===== src/rtl/reservation_station_if.sv =====
// reservation_station_if: dispatch, CDB and issue signals between pipeline and reservation station
interface reservation_station_if #(
   parameter int ENTRY_NUM = 4,
   parameter int ENTRY_SEL = 2,
   parameter int DATA_LEN  = 32,
   parameter int TAG_LEN   = 6,
   parameter int OP_LEN    = 4
);
   logic                 flush_i;
   logic [ENTRY_NUM-1:0] busy_o;
   logic                 we_1_i, we_2_i;
   logic [ENTRY_SEL-1:0] waddr_1_i, waddr_2_i;
   logic [OP_LEN-1:0]    op_1_i, op_2_i;
   logic [TAG_LEN-1:0]   dst_1_i, dst_2_i;
   logic [DATA_LEN-1:0]  src1_1_i, src1_2_i, src2_1_i, src2_2_i;
   logic                 src1v_1_i, src1v_2_i, src2v_1_i, src2v_2_i;
   logic                 cdb_valid_i;
   logic [TAG_LEN-1:0]   cdb_tag_i;
   logic [DATA_LEN-1:0]  cdb_data_i;
   logic                 issue_valid_o;
   logic                 issue_ready_i;
   logic [ENTRY_SEL-1:0] issue_entry_o;
   logic [OP_LEN-1:0]    issue_op_o;
   logic [TAG_LEN-1:0]   issue_dst_o;
   logic [DATA_LEN-1:0]  issue_src1_o, issue_src2_o;

   modport master (
      output flush_i, we_1_i, we_2_i, waddr_1_i, waddr_2_i, op_1_i, op_2_i, dst_1_i, dst_2_i,
             src1_1_i, src1_2_i, src2_1_i, src2_2_i, src1v_1_i, src1v_2_i, src2v_1_i, src2v_2_i,
             cdb_valid_i, cdb_tag_i, cdb_data_i, issue_ready_i,
      input  busy_o, issue_valid_o, issue_entry_o, issue_op_o, issue_dst_o, issue_src1_o, issue_src2_o
   );
   modport slave (
      input  flush_i, we_1_i, we_2_i, waddr_1_i, waddr_2_i, op_1_i, op_2_i, dst_1_i, dst_2_i,
             src1_1_i, src1_2_i, src2_1_i, src2_2_i, src1v_1_i, src1v_2_i, src2v_1_i, src2v_2_i,
             cdb_valid_i, cdb_tag_i, cdb_data_i, issue_ready_i,
      output busy_o, issue_valid_o, issue_entry_o, issue_op_o, issue_dst_o, issue_src1_o, issue_src2_o
   );
endinterface


===== src/rtl/reservation_station.sv =====
// reservation_station: issue-queue entry storage with dual dispatch, CDB wakeup/bypass and in-order-by-index issue
module reservation_station #(
   parameter int ENTRY_NUM = 4,
   parameter int ENTRY_SEL = 2,
   parameter int DATA_LEN  = 32,
   parameter int TAG_LEN   = 6,
   parameter int OP_LEN    = 4
) (
   input logic clk_i,
   input logic reset_i,
   reservation_station_if.slave rs
);
   logic [ENTRY_NUM-1:0]               busy_q, busy_d, src1v_q, src1v_d, src2v_q, src2v_d;
   logic [ENTRY_NUM-1:0][OP_LEN-1:0]   op_q, op_d;
   logic [ENTRY_NUM-1:0][TAG_LEN-1:0]  dst_q, dst_d;
   logic [ENTRY_NUM-1:0][DATA_LEN-1:0] src1_q, src1_d, src2_q, src2_d;
   logic [ENTRY_NUM-1:0]               ready;
   logic [ENTRY_SEL-1:0]               sel;
   logic                               valid;
   logic                               b11, b12, b21, b22;

   function automatic logic hit(input logic v, input logic [TAG_LEN-1:0] t, input logic cv,
                                input logic [TAG_LEN-1:0] ct);
      return !v && cv && (t == ct);
   endfunction

   always_comb begin
      busy_d  = busy_q;
      src1v_d = src1v_q;
      src2v_d = src2v_q;
      op_d    = op_q;
      dst_d   = dst_q;
      src1_d  = src1_q;
      src2_d  = src2_q;
      ready   = busy_q & src1v_q & src2v_q;
      sel     = '0;
      for (int i = ENTRY_NUM-1; i >= 0; i--) if (ready[i]) sel = ENTRY_SEL'(i);
      valid   = |ready && !rs.flush_i;
      for (int i = 0; i < ENTRY_NUM; i++) begin
         if (busy_q[i] && hit(src1v_q[i], src1_q[i][TAG_LEN-1:0], rs.cdb_valid_i, rs.cdb_tag_i)) begin
            src1_d[i]  = rs.cdb_data_i;
            src1v_d[i] = 1'b1;
         end
         if (busy_q[i] && hit(src2v_q[i], src2_q[i][TAG_LEN-1:0], rs.cdb_valid_i, rs.cdb_tag_i)) begin
            src2_d[i]  = rs.cdb_data_i;
            src2v_d[i] = 1'b1;
         end
      end
      if (valid && rs.issue_ready_i) busy_d[sel] = 1'b0;
      // writes follow the issue free so a dispatch into the issuing entry wins; slot 2 after slot 1
      b11 = hit(rs.src1v_1_i, rs.src1_1_i[TAG_LEN-1:0], rs.cdb_valid_i, rs.cdb_tag_i);
      b21 = hit(rs.src2v_1_i, rs.src2_1_i[TAG_LEN-1:0], rs.cdb_valid_i, rs.cdb_tag_i);
      b12 = hit(rs.src1v_2_i, rs.src1_2_i[TAG_LEN-1:0], rs.cdb_valid_i, rs.cdb_tag_i);
      b22 = hit(rs.src2v_2_i, rs.src2_2_i[TAG_LEN-1:0], rs.cdb_valid_i, rs.cdb_tag_i);
      if (rs.we_1_i) begin
         busy_d[rs.waddr_1_i]  = 1'b1;
         op_d[rs.waddr_1_i]    = rs.op_1_i;
         dst_d[rs.waddr_1_i]   = rs.dst_1_i;
         src1_d[rs.waddr_1_i]  = b11 ? rs.cdb_data_i : rs.src1_1_i;
         src1v_d[rs.waddr_1_i] = rs.src1v_1_i || b11;
         src2_d[rs.waddr_1_i]  = b21 ? rs.cdb_data_i : rs.src2_1_i;
         src2v_d[rs.waddr_1_i] = rs.src2v_1_i || b21;
      end
      if (rs.we_2_i) begin
         busy_d[rs.waddr_2_i]  = 1'b1;
         op_d[rs.waddr_2_i]    = rs.op_2_i;
         dst_d[rs.waddr_2_i]   = rs.dst_2_i;
         src1_d[rs.waddr_2_i]  = b12 ? rs.cdb_data_i : rs.src1_2_i;
         src1v_d[rs.waddr_2_i] = rs.src1v_2_i || b12;
         src2_d[rs.waddr_2_i]  = b22 ? rs.cdb_data_i : rs.src2_2_i;
         src2v_d[rs.waddr_2_i] = rs.src2v_2_i || b22;
      end
      if (rs.flush_i) busy_d = '0;
      rs.busy_o        = busy_q;
      rs.issue_valid_o = valid;
      rs.issue_entry_o = valid ? sel : '0;
      rs.issue_op_o    = valid ? op_q[sel] : '0;
      rs.issue_dst_o   = valid ? dst_q[sel] : '0;
      rs.issue_src1_o  = valid ? src1_q[sel] : '0;
      rs.issue_src2_o  = valid ? src2_q[sel] : '0;
   end

   always_ff @(posedge clk_i) begin
      if (reset_i) begin
         busy_q  <= '0;
         src1v_q <= '0;
         src2v_q <= '0;
         op_q    <= '0;
         dst_q   <= '0;
         src1_q  <= '0;
         src2_q  <= '0;
      end else begin
         busy_q  <= busy_d;
         src1v_q <= src1v_d;
         src2v_q <= src2v_d;
         op_q    <= op_d;
         dst_q   <= dst_d;
         src1_q  <= src1_d;
         src2_q  <= src2_d;
      end
   end
endmodule


===== src/flat_wrapper.sv =====
// flat-port wrapper written by rule: the top's interface ports become plain ports
module reservation_station_flat 
#(
   parameter int ENTRY_NUM = 4,
   parameter int ENTRY_SEL = 2,
   parameter int DATA_LEN  = 32,
   parameter int TAG_LEN   = 6,
   parameter int OP_LEN    = 4
)
  (clk_i, reset_i, rs_flush_i, rs_we_1_i, rs_we_2_i, rs_waddr_1_i, rs_waddr_2_i, rs_op_1_i, rs_op_2_i, rs_dst_1_i, rs_dst_2_i, rs_src1_1_i, rs_src1_2_i, rs_src2_1_i, rs_src2_2_i, rs_src1v_1_i, rs_src1v_2_i, rs_src2v_1_i, rs_src2v_2_i, rs_cdb_valid_i, rs_cdb_tag_i, rs_cdb_data_i, rs_issue_ready_i, rs_busy_o, rs_issue_valid_o, rs_issue_entry_o, rs_issue_op_o, rs_issue_dst_o, rs_issue_src1_o, rs_issue_src2_o);
  reservation_station_if #(.ENTRY_NUM(ENTRY_NUM), .ENTRY_SEL(ENTRY_SEL), .DATA_LEN(DATA_LEN), .TAG_LEN(TAG_LEN), .OP_LEN(OP_LEN)) rs_i ();
  input logic clk_i;
  input logic reset_i;
  input wire logic [$bits(rs_i.flush_i)-1:0] rs_flush_i;
  input wire logic [$bits(rs_i.we_1_i)-1:0] rs_we_1_i;
  input wire logic [$bits(rs_i.we_2_i)-1:0] rs_we_2_i;
  input wire logic [$bits(rs_i.waddr_1_i)-1:0] rs_waddr_1_i;
  input wire logic [$bits(rs_i.waddr_2_i)-1:0] rs_waddr_2_i;
  input wire logic [$bits(rs_i.op_1_i)-1:0] rs_op_1_i;
  input wire logic [$bits(rs_i.op_2_i)-1:0] rs_op_2_i;
  input wire logic [$bits(rs_i.dst_1_i)-1:0] rs_dst_1_i;
  input wire logic [$bits(rs_i.dst_2_i)-1:0] rs_dst_2_i;
  input wire logic [$bits(rs_i.src1_1_i)-1:0] rs_src1_1_i;
  input wire logic [$bits(rs_i.src1_2_i)-1:0] rs_src1_2_i;
  input wire logic [$bits(rs_i.src2_1_i)-1:0] rs_src2_1_i;
  input wire logic [$bits(rs_i.src2_2_i)-1:0] rs_src2_2_i;
  input wire logic [$bits(rs_i.src1v_1_i)-1:0] rs_src1v_1_i;
  input wire logic [$bits(rs_i.src1v_2_i)-1:0] rs_src1v_2_i;
  input wire logic [$bits(rs_i.src2v_1_i)-1:0] rs_src2v_1_i;
  input wire logic [$bits(rs_i.src2v_2_i)-1:0] rs_src2v_2_i;
  input wire logic [$bits(rs_i.cdb_valid_i)-1:0] rs_cdb_valid_i;
  input wire logic [$bits(rs_i.cdb_tag_i)-1:0] rs_cdb_tag_i;
  input wire logic [$bits(rs_i.cdb_data_i)-1:0] rs_cdb_data_i;
  input wire logic [$bits(rs_i.issue_ready_i)-1:0] rs_issue_ready_i;
  output wire logic [$bits(rs_i.busy_o)-1:0] rs_busy_o;
  output wire logic [$bits(rs_i.issue_valid_o)-1:0] rs_issue_valid_o;
  output wire logic [$bits(rs_i.issue_entry_o)-1:0] rs_issue_entry_o;
  output wire logic [$bits(rs_i.issue_op_o)-1:0] rs_issue_op_o;
  output wire logic [$bits(rs_i.issue_dst_o)-1:0] rs_issue_dst_o;
  output wire logic [$bits(rs_i.issue_src1_o)-1:0] rs_issue_src1_o;
  output wire logic [$bits(rs_i.issue_src2_o)-1:0] rs_issue_src2_o;
  assign rs_i.flush_i = rs_flush_i;
  assign rs_i.we_1_i = rs_we_1_i;
  assign rs_i.we_2_i = rs_we_2_i;
  assign rs_i.waddr_1_i = rs_waddr_1_i;
  assign rs_i.waddr_2_i = rs_waddr_2_i;
  assign rs_i.op_1_i = rs_op_1_i;
  assign rs_i.op_2_i = rs_op_2_i;
  assign rs_i.dst_1_i = rs_dst_1_i;
  assign rs_i.dst_2_i = rs_dst_2_i;
  assign rs_i.src1_1_i = rs_src1_1_i;
  assign rs_i.src1_2_i = rs_src1_2_i;
  assign rs_i.src2_1_i = rs_src2_1_i;
  assign rs_i.src2_2_i = rs_src2_2_i;
  assign rs_i.src1v_1_i = rs_src1v_1_i;
  assign rs_i.src1v_2_i = rs_src1v_2_i;
  assign rs_i.src2v_1_i = rs_src2v_1_i;
  assign rs_i.src2v_2_i = rs_src2v_2_i;
  assign rs_i.cdb_valid_i = rs_cdb_valid_i;
  assign rs_i.cdb_tag_i = rs_cdb_tag_i;
  assign rs_i.cdb_data_i = rs_cdb_data_i;
  assign rs_i.issue_ready_i = rs_issue_ready_i;
  assign rs_busy_o = rs_i.busy_o;
  assign rs_issue_valid_o = rs_i.issue_valid_o;
  assign rs_issue_entry_o = rs_i.issue_entry_o;
  assign rs_issue_op_o = rs_i.issue_op_o;
  assign rs_issue_dst_o = rs_i.issue_dst_o;
  assign rs_issue_src1_o = rs_i.issue_src1_o;
  assign rs_issue_src2_o = rs_i.issue_src2_o;
  reservation_station #(.ENTRY_NUM(ENTRY_NUM), .ENTRY_SEL(ENTRY_SEL), .DATA_LEN(DATA_LEN), .TAG_LEN(TAG_LEN), .OP_LEN(OP_LEN)) u_core (.clk_i(clk_i), .reset_i(reset_i), .rs(rs_i));
endmodule

===== config.mk =====
export PLATFORM = sky130hd
export DESIGN_NAME = reservation_station_flat
export DESIGN_NICKNAME = d
export VERILOG_FILES = /design/src/rtl/reservation_station_if.sv /design/src/rtl/reservation_station.sv /design/src/flat_wrapper.sv
export SDC_FILE = /design/constraint.sdc
export NUM_CORES = 1
export LEC_CHECK = 0
export CAP_MARGIN = 20
export CORE_ASPECT_RATIO = 0.5
export CORE_MARGIN = 2
export CORE_UTILIZATION = 45
export CTS_CLUSTER_SIZE = 12
export DETAILED_ROUTE_END_ITERATION = 7
export GPL_TIMING_DRIVEN = 0
export PLACE_DENSITY = 0.69
export SYNTH_ARGS = -nofsm -noshare
export SYNTH_HDL_FRONTEND = slang
export SYNTH_SLANG_ARGS = --single-unit

===== constraint.sdc =====
create_clock -name clk_i -period 6.9 [get_ports clk_i]
set_input_delay 2.07 -clock clk_i [delete_from_list [all_inputs] [get_ports clk_i]]
set_output_delay 2.07 -clock clk_i [all_outputs]
set_load 0.005 [all_outputs]

==> impl_results.md <==
* Yosys warning count at 0
* Tcrit/Tclk final at 1.02
* Vias after detailed routing at 22883
* Initial antenna violation count at 2
* Num CTS Buffers at 30
* CP startpoint kind: flip-flop
* Peak per-stage delay on the critical path at 910 ps
* Die Ht at 147 µm
* Switch Pwr at 0.00135 W
* TritonCTS clock tree: done
* Worst R2R Start: u_core.src2v_q[0]
* Status: complete, but fails checks
* Row count at 52
* Routed wire length at 98000 µm
* Combinational share of power at 0.183
* Fin worst setup slack at -144 ps
* WP buf/inv at 4
* Placed Cells at around 3200
* Hold-fix buffers at CTS at 0
* Ports at 282
* Final HPWL DP at ~70000 µm
* Post-synth EDFFs at 0
* Cell Int Power at approximately 0.0030 W
* Initial Util at 0.455
* Leakage at 8.20 nW
* Fillers at 3908
* Max Clock Freq at 0.142 GHz
* Die Wd at 289 µm
* RSZ-0062 raised after global routing: no
* Seq cells post-synth at 308
* Fin. max-slew vios at 0
* Minimum clock period at between 7000 and 8000 ps
* Clock Power Share at 0.363
* Arr. time, crit path at around 5000 ps
* Clock Latency Late Sink at 620 ps
* Worst hold start: u_core.op_q[6]
* Final TNS setup at -596 ps
* Setup violators final at 10
* Crit end category: output pin
* Clock Sink Count at 308
* Dominant cells by area after synthesis: dfxtp_1 34%, a221oi_1 16%, nand2_1 7.1%
* Critical Path Fanout Max at 10
* Largest net degree at the start of global routing at 15
* Syn Area/Cell at 7.78 µm²
* First-pass DRT Iterations at 6
* Gpl congestion at ~1.0
* Slew margin rel. at 0.167
* DRT antenna net count at 0
* Root buf cell: clkbuf_16
* Pre-CTS setup slack at 84.0 ps
* Main synth FF type: dfxtp_1
* Port bufs at about 280
* Worst hold path class: reg -> reg
* Gr usage total at 0.445
* Pwr Density at 194 nW/µm²
* Crit path from: u_core.src2v_q[0]
* CP max stage cell: clkbuf_1
* Top cell by count, worst path: clkbuf_1
* Finished Layout Cells at around 3200
* Final nets at approximately 2900
* Crit-path cells: and3_1, clkbuf_1, clkbuf_1, clkbuf_1, a21oi_1, nor2_1, clkdlybuf4s50_1
* Share of layout cells above drive strength 1 at 0.0737
* Total gr overflow at 0
* Initial drt markers at ~4300
* Synth cell count leaders: 344 x nand2_1, 330 x a221oi_1, 308 x dfxtp_1
* Vias in the first global route at 21390
* Post-detailed-route wirelength per cell at 30.5 µm
* # resized after CTS at 0
* Final clock skew at 27.8 ps
* Drc violations at 0
* Yosys cell types at 51
* Die area at 42400 µm²
* Worst vdd ir at about 0.2 mV
* Seq. cell area at just over 6000 µm²
* Worst hold slack at 488 ps
* First-pass GRT wire length at 141000 µm
* Syn Nets at 2554
* Cell family with most CP delay: buffers and inverters
* Max Cap Viol at 0
* Seq/Total Area, Yosys at 0.337
* Count leader, synth: nand2_1
* Synthesized instance count at around 2400
* Failing checks: setup timing
* Setup bufs post-CTS at 0
* Yosys top cell by area: dfxtp_1
* Seq pwr share at 0.454
* CTS clock-pin slew for the worst setup and hold paths at 70 ps
* Crit Path Category: reg -> out
* Data required time of the worst path at 4830 ps
* Actual slew at the worst max-slew pin at 1250 ps
* DR vias/cell at 7.12
* Share of the synthesized area in the top cell type at 0.337
* Multi-input logic area at ~11000 µm²
* H-tree depth at 1
* Core region area at between 40000 and 50000 µm²
* Synth-to-layout area growth at 23.5%
* Net Sw Frac at 0.308
* Worst-case clock buffer depth at 3
* Share of synthesized registers carrying an async set or reset at 0
* Post-Syn Area at 18300 µm²
* Final Hold Fails at 0
-- power groups by stage --
stage	Combinational, W	Clock [W]	Sequential [W]
CTS	0.000759	0.00157	0.00199
global route	0.000833	0.00162	0.00200
global placement	0.000747	0	0.00202
floorplan	0.000399	0	0.00199
detailed placement	0.000755	0	0.00202
finish	0.000801	0.00160	0.00199
-- layer usage --
layer | vias up | track usage | part of all wire
li1 | 9625 | - | -
met1 | 10900 | 0.600 | 0.39
met2 | 2043 | 0.615 | 0.40
met3 | 307 | 0.209 | 0.17
met4 | 8 | 0.148 | 0.040
met5 | - | 0.0341 | 0.0024
-- worst reg2reg max path: stages (launching register included) --
cell      delay, ps
dfxtp_1         630
and3_1          230
clkbuf_1        760
clkbuf_1        840
clkbuf_1        920
nand2_1         120
nand2_1         100
a31oi_1          80
-- registers in the layout, indices dropped and copies added, names as in the netlist --
name and flops:
u_core.src1v_q 4, u_core.src2v_q 4, u_core.op_q 16, u_core.rs.busy_o 4, u_core.src2_q 128, u_core.src1_q 128, u_core.dst_q 24
-- layout make-up --
cell class | count | share of cell area
timing repair buffer | 278 | 0.123
buffer | 288 | 0.0521
multi-input combinational | 1719 | 0.479
tap | 540 | 0.0299
clock inverter | 2 | 0.000443
antenna | 2 | 0.000221
clock buffer | 39 | 0.0365
inverter | 38 | 0.00631
sequential | 308 | 0.273
-- cell families (layout without fill, tap and decap cells) --
family                    after synthesis  after routing  synth area share
AOI/OAI and AO/OA                     899            899             0.385
and+or+nand+nor                       743            743             0.169
buffers and inverters                 326            645            0.0721
DFF                                   308            308             0.337
xor gates and xnor gates               72             72            0.0344
muxes                                   5              5           0.00273
other                                   0              2                 0
-- through the flow --
step,power (W),area (µm²),util
floorplan,0.00239,18300,-
global placement,0.00277,21800,0.541
detailed placement,0.00278,21800,0.541
CTS,0.00431,22600,0.561
global route,0.00446,22600,0.561
finish,0.00439,22600,0.562
-- final timing paths --
kind / to / slack [ps] / cells past startpoint
max reg2reg: u_core.rs.busy_o[0] / 3070 / 7
min reg2reg: u_core.op_q[6] / 490 / 2
min: u_core.op_q[6] / 490 / 2
max: rs_issue_src2_o[31] / -140 / 7
-- layout by cell type, fill, tap and decap left out, drive strengths merged, types with 11 or more instances in the layout --
cell,count
xor2,33
nor3,84
a21oi,113
xnor2,39
nand4,11
nor2,246
clkdlybuf4s50,278
o221ai,38
o221a,92
clkbuf,261
buf,66
dfxtp,308
a311oi,40
nand2,344
a21o,33
nand3,13
o21ai,106
a221oi,330
inv,38
a22oi,120
No activity file was read; power rests on OpenSTA's default activity.
